[config.mk]
export PLATFORM = sky130hd
export DESIGN_NAME = regc_write_arbiter
export DESIGN_NICKNAME = d
export VERILOG_FILES = /design/src/rtl/regc_write_arbiter.sv
export SDC_FILE = /design/constraint.sdc
export NUM_CORES = 1
export LEC_CHECK = 0
export ABC_CLOCK_PERIOD_IN_PS = 3550
export BUFFER_PORTS_ARGS = -buffer_cell sky130_fd_sc_hd__buf_2
export CORE_UTILIZATION = 56
export DETAILED_ROUTE_END_ITERATION = 7
export PLACE_DENSITY = 0.91
export SLEW_MARGIN = 20
export SYNTH_ARGS = -nofsm -noshare
export SYNTH_HDL_FRONTEND = slang
export SYNTH_SLANG_ARGS = --single-unit
[constraint.sdc]
create_clock -name clk -period 3.55 [get_ports clk]
set_input_delay 0.1775 -clock clk [delete_from_list [all_inputs] [get_ports clk]]
set_output_delay 0.1775 -clock clk [all_outputs]
set_load 0.02 [all_outputs]
[src/rtl/regc_write_arbiter.sv]
// Register-C write-port arbiter.
// Shares the register-C write port between four requesters (ALU writeback,
// load writeback, immediate/move path, special-register path). Requester i
// maps directly to register-C number mux select value i. Arbitration is
// round-robin. A holder may keep the grant for up to MAX_HOLD consecutive
// cycles by asserting lock. Every output comes straight from a flop, so
// there is no combinational path from the inputs to the outputs.

module regc_write_arbiter #(
  parameter int MAX_HOLD = 4
) (
  input  logic       clk,
  input  logic       reset,
  input  logic [3:0] req,
  input  logic [3:0] lock,
  input  logic       stall,
  output logic [3:0] gnt,
  output logic [1:0] sel,
  output logic       wr_en,
  output logic       busy
);

  typedef enum logic [0:0] {
    IDLE  = 1'b0,
    GRANT = 1'b1
  } state_t;

  localparam logic [3:0] MAX_HOLD_C = 4'(MAX_HOLD);

  // Returns the first set request bit, searching from p upward (mod 4).
  // The caller only uses the result when at least one request bit is set.
  function automatic logic [1:0] pick_winner(input logic [3:0] r, input logic [1:0] p);
    logic [1:0] idx;
    logic [1:0] w;
    logic       found;
    w     = p;
    found = 1'b0;
    for (int k = 0; k < 4; k++) begin
      idx = p + 2'(k);
      if (!found && r[idx]) begin
        w     = idx;
        found = 1'b1;
      end else begin
        found = found;
      end
    end
    return w;
  endfunction

  state_t     state_r,    state_s;
  logic [1:0] ptr_r,      ptr_s;
  logic [3:0] hold_cnt_r, hold_cnt_s;
  logic [3:0] gnt_r,      gnt_s;
  logic [1:0] sel_r,      sel_s;
  logic       wr_en_r,    wr_en_s;
  logic       busy_r,     busy_s;

  logic [1:0] holder_s;
  logic [1:0] next_ptr_s;
  logic [1:0] winner_s;
  logic       keep_s;

  // The holder is whichever requester sel points at. Decide here whether it
  // keeps the grant and which requester would win a fresh arbitration.
  always_comb begin
    holder_s   = sel_r;
    next_ptr_s = sel_r + 2'd1;
    keep_s     = req[holder_s] & lock[holder_s] & (hold_cnt_r < MAX_HOLD_C);
    if (state_r == GRANT) begin
      winner_s = pick_winner(req, next_ptr_s);
    end else begin
      winner_s = pick_winner(req, ptr_r);
    end
  end

  // Next-state and next-output logic. Stall freezes everything and only
  // pulls the write enable low.
  always_comb begin
    state_s    = state_r;
    ptr_s      = ptr_r;
    hold_cnt_s = hold_cnt_r;
    gnt_s      = gnt_r;
    sel_s      = sel_r;
    busy_s     = busy_r;
    wr_en_s    = 1'b0;
    if (stall) begin
      wr_en_s = 1'b0;
    end else begin
      case (state_r)
        IDLE: begin
          if (|req) begin
            state_s    = GRANT;
            gnt_s      = 4'b0001 << winner_s;
            sel_s      = winner_s;
            hold_cnt_s = 4'd1;
            wr_en_s    = 1'b1;
            busy_s     = 1'b1;
          end else begin
            state_s = IDLE;
          end
        end
        GRANT: begin
          if (keep_s) begin
            hold_cnt_s = hold_cnt_r + 4'd1;
            wr_en_s    = 1'b1;
          end else begin
            // Release. The holder moves to the lowest priority. A waiting
            // requester takes over in the same edge, so no bubble cycle.
            ptr_s = next_ptr_s;
            if (|req) begin
              state_s    = GRANT;
              gnt_s      = 4'b0001 << winner_s;
              sel_s      = winner_s;
              hold_cnt_s = 4'd1;
              wr_en_s    = 1'b1;
              busy_s     = 1'b1;
            end else begin
              state_s    = IDLE;
              gnt_s      = 4'b0000;
              hold_cnt_s = 4'd0;
              busy_s     = 1'b0;
            end
          end
        end
        default: begin
          state_s    = IDLE;
          ptr_s      = 2'd0;
          hold_cnt_s = 4'd0;
          gnt_s      = 4'b0000;
          sel_s      = 2'd0;
          busy_s     = 1'b0;
        end
      endcase
    end
  end

  // State and output registers. Reset takes priority over stall.
  always_ff @(posedge clk) begin
    if (reset) begin
      state_r    <= IDLE;
      ptr_r      <= 2'd0;
      hold_cnt_r <= 4'd0;
      gnt_r      <= 4'b0000;
      sel_r      <= 2'd0;
      wr_en_r    <= 1'b0;
      busy_r     <= 1'b0;
    end else begin
      state_r    <= state_s;
      ptr_r      <= ptr_s;
      hold_cnt_r <= hold_cnt_s;
      gnt_r      <= gnt_s;
      sel_r      <= sel_s;
      wr_en_r    <= wr_en_s;
      busy_r     <= busy_s;
    end
  end

  assign gnt   = gnt_r;
  assign sel   = sel_r;
  assign wr_en = wr_en_r;
  assign busy  = busy_r;

  regc_write_arbiter_chk u_chk (
    .clk   (clk),
    .reset (reset),
    .gnt   (gnt_r),
    .sel   (sel_r),
    .wr_en (wr_en_r),
    .busy  (busy_r)
  );

endmodule

// Output invariants of the register-C write arbiter.
module regc_write_arbiter_chk (
  input logic       clk,
  input logic       reset,
  input logic [3:0] gnt,
  input logic [1:0] sel,
  input logic       wr_en,
  input logic       busy
);

  a_gnt_onehot0: assert property (@(posedge clk) disable iff (reset) $onehot0(gnt));
  a_busy_gnt:    assert property (@(posedge clk) disable iff (reset) busy == (|gnt));
  a_sel_match:   assert property (@(posedge clk) disable iff (reset) (gnt != 4'b0000) |-> gnt[sel]);
  a_wr_busy:     assert property (@(posedge clk) disable iff (reset) wr_en |-> busy);

endmodule
**Word-level counts from Yosys, hierarchy flattened**

Index checks and enable logic that the tools add are counted.
Widths: inputs -> output; s select.

- Shifts and indexed selects: 1
- Bitwise logic cells: 5
- $add $sub $neg: 8
- Reduce and logical (&&, ||, !) cells: 18
- Equal/unequal tests: 2
- Magnitude comparators: 10
- Multiplexer cells: 56

Operators by type and width:

| kind | count |
|---|---|
| $lt 2x3->1 const B | 9 |
| $mux 1 | 27 |
| $bmux 1 s2 | 10 |
| $mux 4 | 5 |
| $mux 2 | 9 |
| $pmux 4 s2 | 2 |
| $add 2x2->2 const B | 4 |
| $add 2x1->2 const B | 3 |
| $logic_and 1x1->1 | 6 |
| $logic_not 1->1 | 6 |
| $reduce_and 3->1 | 2 |
| $add 4x1->4 const B | 1 |
| $lt 4x3->1 const B | 1 |
| $ne 2x2->1 const B | 2 |
| $pmux 1 s2 | 2 |
| $pmux 2 s2 | 1 |
| $reduce_and 2->1 | 2 |
| $reduce_or 4->1 | 1 |
| $shl 1x2->4 const A | 1 |
| $not 1->1 | 3 |
| $and 1x1->1 | 2 |
| $reduce_or 2->1 | 1 |

- Register bits after elaboration: 15
- Output and inout bits: 8
- Bits of input ports: 11
- Logic and storage cells: 107

**Depth between registers and ports, before layout**

Gate-level depths: netlist (run 1).

- Word-level depth: 21
- Depth in mapped cells: 7
- Depth with buffers taken out: 6

**Worst setup path before layout (run 1)**

Ideal clock, no wire load.

- Kind: register -> register
- Start: register sel_r[1] (netlist: sel[1])
- End: register gnt_r[0] (netlist: gnt[0])
- Buffers on the path: 1
- Arrival time: 1.746 ns
- Setup time: 0.129 ns
- Required time: 3.421 ns
- Clock period less this slack: 1.874 ns
- Setup slack: 1.676 ns
- Stages on the path, launching flop included: 7
- Cells stage by stage: dfxtp_1 buf_2 inv_2 or4_4 a32oi_4 a2bb2oi_1 nor2_1

- Cells in the longest elaborated chain, start to end: 21
- Elaborated cells between the ends (all ways): 41
- Classes of those cells: add/sub: 4; eq/ne: 1; shift: 1; mux: 26; bitwise: 2; reduce/logical: 7

RTL lines:

| item | line | RTL |
|---|---|---|
| from (decl) | 54 | `logic [1:0] sel_r, sel_s;` |
| from (signal assigned) | 152 | `sel_r <= sel_s;` |
| $add 2x1->2 | 67 | `next_ptr_s = sel_r + 2'd1;` |
| $bmux 1 s2 | 40 | `if (!found && r[idx]) begin` |
| $mux 1 (implied by the code) | 40 |  |
| $mux 1 | 40 |  |
| $mux 1 | 69 | `if (state_r == GRANT) begin` |
| $logic_not 1->1 | 40 |  |
| $logic_and 1x1->1 | 40 |  |
| $mux 1 | 40 |  |
| [... 5 more ...] | n/a |  |
| $logic_not 1->1 | 40 |  |
| $logic_and 1x1->1 | 40 |  |
| $mux 2 | 40 |  |
| $mux 2 | 69 |  |
| $shl 1x2->4 | 93, 112 |  |
| $mux 4 | 110 | `if (\|req) begin` |
| $mux 4 | 103 | `if (keep_s) begin` |
| $pmux 4 s2 | 89 | `case (state_r)` |
| to (signal assigned) | 151 | `gnt_r <= gnt_s;` |
| to (decl) | 53 | `logic [3:0] gnt_r, gnt_s;` |

Several ways; a longest one is shown, not always the timed one. The select of a mux whose other input is x is not followed.
A chain may end at the register's enable or synchronous reset.

**Worst setup path in the final report (run 1)**

- Start: register sel_r[0] (netlist: sel[0])
- End: register gnt_r[0] (netlist: gnt[0])

Same word-level chain as after synthesis.

==> metrics, run 1 <==
status finished, final reports clean; post-detail-place hpwl 1430 um; Max-slew headroom 0.523; Worst VDD drop 0.296 mV; setup bufs post-CTS 0; drt drc 0; Port-buffer cells 18; area share of the largest cell type after synthesis 0.325; Gate Count Post-Synth 111; H-tree depth 1; Synth Area in XOR/XNOR 0.00949; Root Buffer clkbuf_4; highest clock rate 505 MHz; 1st-iter DRT viols 27; CTS Buf Count 3; Simple-Gate Fraction of Synth Area 0.266; Finished Layout Cells 141; kind of critical path reg -> reg; Clk Latency, worst-skew pair 0.30 ns; Nets 138; Final Hold Fails 0; clk_skew 0.00473 ns; starting density of the core 0.606; Synth Net Count 123; register area share after synthesis 0.325; Synth Register Bits 15; required time worst endpoint 3.73 ns; Synth area leaders dfxtp_1 (33%), nor2_1 (6.1%), a21oi_1 (6.0%); vias in the first global route 715; All-Layer GR Usage 0.237; Die X 42.6 um; reg2reg setup slack 1.57 ns; synthesis-to-finish area growth 10.7%; RSZ-0062 raised after global routing false; DRT Wirelength 1970 um; synth warn 0; most frequent cells after synthesis dfxtp_1 (15), nor2_1 (15), a21oi_1 (11); wire per inst 14.0 um; Worst Tran Pin Value 0.707 ns; Top Ports 19; largest net degree at the start of global routing 17; leak pwr 0.000402 uW; Core Area 1520 sq um; footprint of the multi-input gates 566 sq um; clock transition at the registers of the reported paths 0.09 ns; mapped cell area 923 sq um; Adder-Cell Fraction of Synth Area 0.0136; Tmin final 1.98 ns; period utilization 0.558; first drt pass iteration count 4; post-CTS sizing 0; Crit. End Element flip-flop; via-per-instance ratio 6.16; Worst setup SP type flip-flop; Reg area 300 sq um; # fillers 123; GPL Wtd Cong 0.794; Die ar. 1820 sq um; PwrDens 379 nW/um^2; max-cap violation count 0; hold_buf cts 0; syn_area_per_cell 8.32 sq um; Final Util 0.671; CTS Buffer Depth 2; asr flop ratio synth 0; complex-gate fraction of the synthesized area 0.291; Final setup viols 0; layout cells sized above 1 0.232; n_diodes 0; die height 42.6 um; setup TNS 0 ns; placed insts 137; top_reg_cell synth dfxtp_1; post-route ant nets 0; CTS tree done; grt total ovfl 0; post-synth cell types 41; CP Data Arrival Time 2.16 ns; Critical Path Fanout Max 16; Slew Viols, Final 0; mux contribution to synthesized area 0.0325; DR vias 869; largest family of logic cells by synthesized area compound AO/OA/AOI/OAI gates; first-pass GRT wire length 3150 um; antenna violations before repair 0; Tightest Hold Check Type in -> reg; cell taking the most area after synthesis dfxtp_1; Final WS setup 1.57 ns; Post-synth EDFFs 0; row count 14; Total Power Consumption 388 uW; pre-CTS setup slack 1.61 ns; # clock sinks 15
==> where the power goes <==
group | internal (uW) | switching [uW] | leakage [uW] | total, uW
logic | 40.2 | 55.6 | 0.000261 | 95.8
registers | 179 | 14.1 | 0.000123 | 193
clock network | 42.0 | 57.5 | 0.0000177 | 99.5
==> through the flow <==
step           cell area [sq um]  hold WS (ns)
4_1_cts                     1020         0.167
6_report                    1020         0.168
3_5_place_dp                 995         0.444
2_1_floorplan                923         0.250
5_1_grt                     1020         0.172
3_3_place_gp                 995         0.440
==> layer usage <==
layer / track usage / up-vias / routed length (um)
li1: - / 434 / -
met1: 0.287 / 401 / 869
met2: 0.382 / 29 / 949
met3: 0.0431 / 5 / 97
met4: 0.150 / 0 / 51
met5: 0 / - / 0
==> area by class of cell <==
cell class	instances	area share
clock buffers	3	0.0220
repair buffers	18	0.0881
flip-flops and latches	15	0.294
multi-input cells	83	0.553
inverters	5	0.0184
clock inverters	1	0.00490
well taps	16	0.0196
==> worst max-delay path, cell delays in order, from the launching register on <==
cell       delay, ns
dfxtp_1         0.62
nor2b_1         0.19
a21oi_1         0.07
or4_4           0.43
a32oi_4         0.31
a2bb2oi_1       0.20
nor2_1          0.06
==> placed cells by master (no fill, tap or decap), types with 2 or more instances in the layout <==
cell       n
nor2_1    15
a21oi_1   11
nand2b_1   6
nand4b_1   2
mux2i_1    3
nor3b_1    2
buf_2     18
a211oi_1   3
o21ai_0    3
dfxtp_1   15
nand4_1    3
o221ai_1   3
inv_1      4
nor2b_1    3
nand2_1    5
clkbuf_4   3
==> worst paths after layout <==
path,end,depth (start not counted),from
min,state_r,3,stall
max,gnt[0],6,sel[0]
max reg2reg,gnt[0],6,sel[0]
min reg2reg,gnt[1],2,gnt[1]
==> logic make-up (layout without fill, tap and decap cells) <==
family / after synthesis / in the layout
adders and majority gates: 1 / 1
buffers and inverters: 13 / 27
xor gates and xnor gates: 1 / 1
DFF: 15 / 15
AOI/OAI and AO/OA: 35 / 35
and+or+nand+nor: 43 / 43
muxes: 3 / 3
==> registers in the layout (all words and copies together) (netlist names) <==
name,count
busy,1
ptr_r,2
sel,2
gnt,4
state_r,1
wr_en,1
hold_cnt_r,4
Note: power is estimated with default switching activity, not from simulation.
==> run 2, diff against run 1 <==
ABC_AREA = 1   (was not set)
ABC_CLOCK_PERIOD_IN_PS = 1710   (was 3550)
CORE_UTILIZATION = 51   (was 56)
PLACE_DENSITY = 0.86   (was 0.91)
clock period = 1.71 ns   (was 3.55 ns; I/O delays follow)
==> run 2 against run 1 <==
Non-clock buffer count rose by 12. Wire length rose by 61%. Critical path depth increased by 8. Final area rose by 57%. Clock-buffer cell count grew 1. First-iteration DRC count increased by 110%. Utilization rose by 4.1 points. Critical path type unchanged.
==> metrics, run 2 <==
post-route ant nets 0 (unchanged); highest clock rate 605 MHz (was 505 MHz); Total Power Consumption 1290 uW (was 388 uW); Power Internal 720 uW (was 261 uW); Simple-Gate Fraction of Synth Area 0.545 (was 0.266); Worst setup SP type flip-flop (unchanged); setup TNS 0 ns (unchanged); Synth Area in XOR/XNOR 0 (was 0.00949); first-pass GRT wire length 4550 um (was 3150 um); most frequent cells in the layout nand2_1 (63), nand2_2 (30), buf_2 (18) (was buf_2 (18), nor2_1 (15), dfxtp_1 (15)); Tmin final 1.65 ns (was 1.98 ns); RSZ-0062 raised after global routing true (was false); Final Util 0.711 (was 0.671); sw frac 0.441 (was 0.328); combinational power share 0.519 (was 0.247); Crit. Startpoint sel[0] (unchanged); vias in the first global route 1138 (was 715); largest family of logic cells by synthesized area simple AND/OR/NAND/NOR gates (was compound AO/OA/AOI/OAI gates); Slew Viols, Final 0 (unchanged); first drt pass iteration count 4 (unchanged); Top Ports 19 (unchanged); area share of the largest cell type after synthesis 0.249 (was 0.325); post-synth cell types 24 (was 41); layout cells sized above 1 0.402 (was 0.232); n_diodes 0 (unchanged); DRT Wirelength 3160 um (was 1970 um); largest net degree at the start of global routing 12 (was 17); GPL Wtd Cong 0.888 (was 0.794); Adder-Cell Fraction of Synth Area 0.00998 (was 0.0136); Max-slew headroom 0.849 (was 0.523); mux contribution to synthesized area 0 (was 0.0325); kind of critical path reg -> reg (unchanged); Post-synth EDFFs 0 (unchanged); Final Hold Fails 0 (unchanged); mapped cell area 1250 sq um (was 923 sq um); # clock sinks 15 (unchanged); max-cap violation count 0 (unchanged); complex-gate fraction of the synthesized area 0.0888 (was 0.291); grt total ovfl 0 (unchanged); PwrDens 802 nW/um^2 (was 379 nW/um^2); DR vias 1432 (was 869); Sequential Power Share 0.314 (was 0.496); starting density of the core 0.556 (was 0.606); row count 17 (was 14); 1st-iter DRT viols 56 (was 27); leak pwr 0.000827 uW (was 0.000402 uW); worst setup path endpoint gnt[3] (was gnt[0]); Final setup viols 0 (unchanged); commonest non-fill, non-tap cell in the layout nand2_1 (was buf_2); Critical Path Fanout Max 5 (was 16); H-tree depth 1 (unchanged); Clk network pwr share 0.167 (was 0.257); r2r worst-path depth 14 (was 6); top_reg_cell synth dfxtp_1 (unchanged); Core Area 2250 sq um (was 1520 sq um); die height 51.6 um (was 42.6 um); period utilization 0.966 (was 0.558); Worst Tran Pin Value 0.225 ns (was 0.707 ns); post-detail-place hpwl 2070 um (was 1430 um); CTS Buf Count 3 (unchanged); Root Buffer clkbuf_4 (unchanged); synthesis-to-finish area growth 27.9% (was 10.7%); CTS tree done (unchanged); asr flop ratio synth 0 (unchanged); status finished, final reports clean (unchanged); Synth Net Count 225 (was 123); Die ar. 2660 sq um (was 1820 sq um); cell taking the most area after synthesis nand2_1 (was dfxtp_1); Synth Register Bits 15 (unchanged); FF-to-FF End gnt[3] (was gnt[0]); start of the worst register-to-register path sel[0] (unchanged); clock transition at the registers of the reported paths 0.10 ns (was 0.09 ns); most frequent cell after synthesis nand2_1; reg2reg setup slack 0.06 ns (was 1.57 ns); CP Data Arrival Time 1.85 ns (was 2.16 ns); CTS Buffer Depth 2 (unchanged); Clk Latency, worst-skew pair 0.29 ns (was 0.30 ns); P_sw 567 uW (was 127 uW); Die X 51.6 um (was 42.6 um); most frequent cells after synthesis nand2_1 (83), inv_1 (20), nand3_1 (20) (was dfxtp_1 (15), nor2_1 (15), a21oi_1 (11)); antenna violations before repair 0 (unchanged); via-per-instance ratio 5.32 (was 6.16); Worst VDD drop 0.657 mV (was 0.296 mV); Nets 254 (was 138); syn_area_per_cell 5.89 sq um (was 8.32 sq um); Port-buffer cells 18 (unchanged); Crit. End Element flip-flop (unchanged); All-Layer GR Usage 0.222 (was 0.237); Synth area leaders nand2_1 (25%), dfxtp_1 (24%), nand3_1 (8.0%) (was dfxtp_1 (33%), nor2_1 (6.1%), a21oi_1 (6.0%)); clk_skew 0.0134 ns (was 0.00473 ns); Gate Count Post-Synth 213 (was 111); required time worst endpoint 1.91 ns (was 3.73 ns); synth warn 0 (unchanged); drt drc 0 (unchanged); Tightest Hold Check Type in -> reg (unchanged); wire per inst 11.8 um (was 14.0 um); register area share after synthesis 0.240 (was 0.325)
==> run 2: cell count changes in the layout (fill, tap and decap cells not counted), sizes merged, moves of 4 or more <==
cell    change
nor2        +5
o21ai       +4
inv        +19
buf        +11
nand3      +24
nand2      +93
nand2b      -6
==> run 2: cells by family after synthesis <==
family / after synthesis
AND/OR/NAND/NOR: 147
buffers and inverters: 30
AO/OA/AOI/OAI: 20
flip-flops: 15
adder cells (fa/ha/maj): 1
==> run 2: worst min-delay path by stage <==
| stage | slack (ns) | startpoint | depth (start not counted) | endpoint |
|---|---|---|---|---|
| global placement | 0.36 | reset | 2 | gnt[0] |
| CTS | 0.06 | reset | 2 | gnt[0] |
| global route | 0.08 | stall | 3 | state_r |
| detailed placement | 0.37 | reset | 2 | gnt[0] |
| finish | 0.06 | reset | 2 | gnt[0] |
| floorplan | 0.23 | stall | 2 | state_r |
==> run 2: critical path, cell delays in order, from the launching register on <==
cell and delay [ns]:
dfxtp_4 0.41, buf_6 0.13, nand2_1 0.06, nand2_2 0.09, nand2_1 0.08, nand2_2 0.10
nand2_2 0.06, nand2_1 0.08, nand3_1 0.10, nand2_1 0.10, nand3_2 0.09, nand2_4 0.10
nor2_2 0.04, nor2_1 0.09, nor2_1 0.04
==> run 2: metal layers <==
metal | global-route usage | wire length (um) | up-vias
li1 | - | - | 726
met1 | 0.276 | 1420 | 650
met2 | 0.392 | 1540 | 48
met3 | 0.0439 | 157 | 8
met4 | 0.0450 | 44 | 0
met5 | 0 | 0 | -
==> run 2: layout make-up <==
class	instances	area, sq um
inverters	24	97.6
multi-input cells	168	915
flip-flops and latches	15	310
clock buffers	4	26.3
fillers	185	651
repair buffers	30	220
well taps	28	35.0
==> run 2: repair_timing <==
action                                  in CTS  in global routing
endpoints found under the hold margin        0                  0
gates resized for setup                      0                 55
buffers inserted                             0                  2
hold buffers                                 0                  0
endpoints found under the setup margin       0                 10
==> run 2: stage by stage <==
| stage | hold slack, ns | setup WS [ns] | area (sq um) | cells |
|---|---|---|---|---|
| 3_3_place_gp | 0.362 | 0.112 | 1390 | 262 |
| 6_report | 0.0600 | 0.0576 | 1600 | 269 |
| 5_1_grt | 0.0756 | -0.0901 | 1600 | 269 |
| 2_1_floorplan | 0.233 | 0.0413 | 1250 | 213 |
| 4_1_cts | 0.0597 | 0.0589 | 1420 | 266 |
| 3_5_place_dp | 0.373 | 0.0739 | 1390 | 262 |
==> run 2: power by group through the flow <==
stage	Clock [uW]	Sequential [uW]	Combinational [uW]
after global placement	0	401	525
after floorplan	0	428	400
after CTS	212	395	536
final	214	404	668
after detailed placement	0	403	533
after global routing	226	408	737
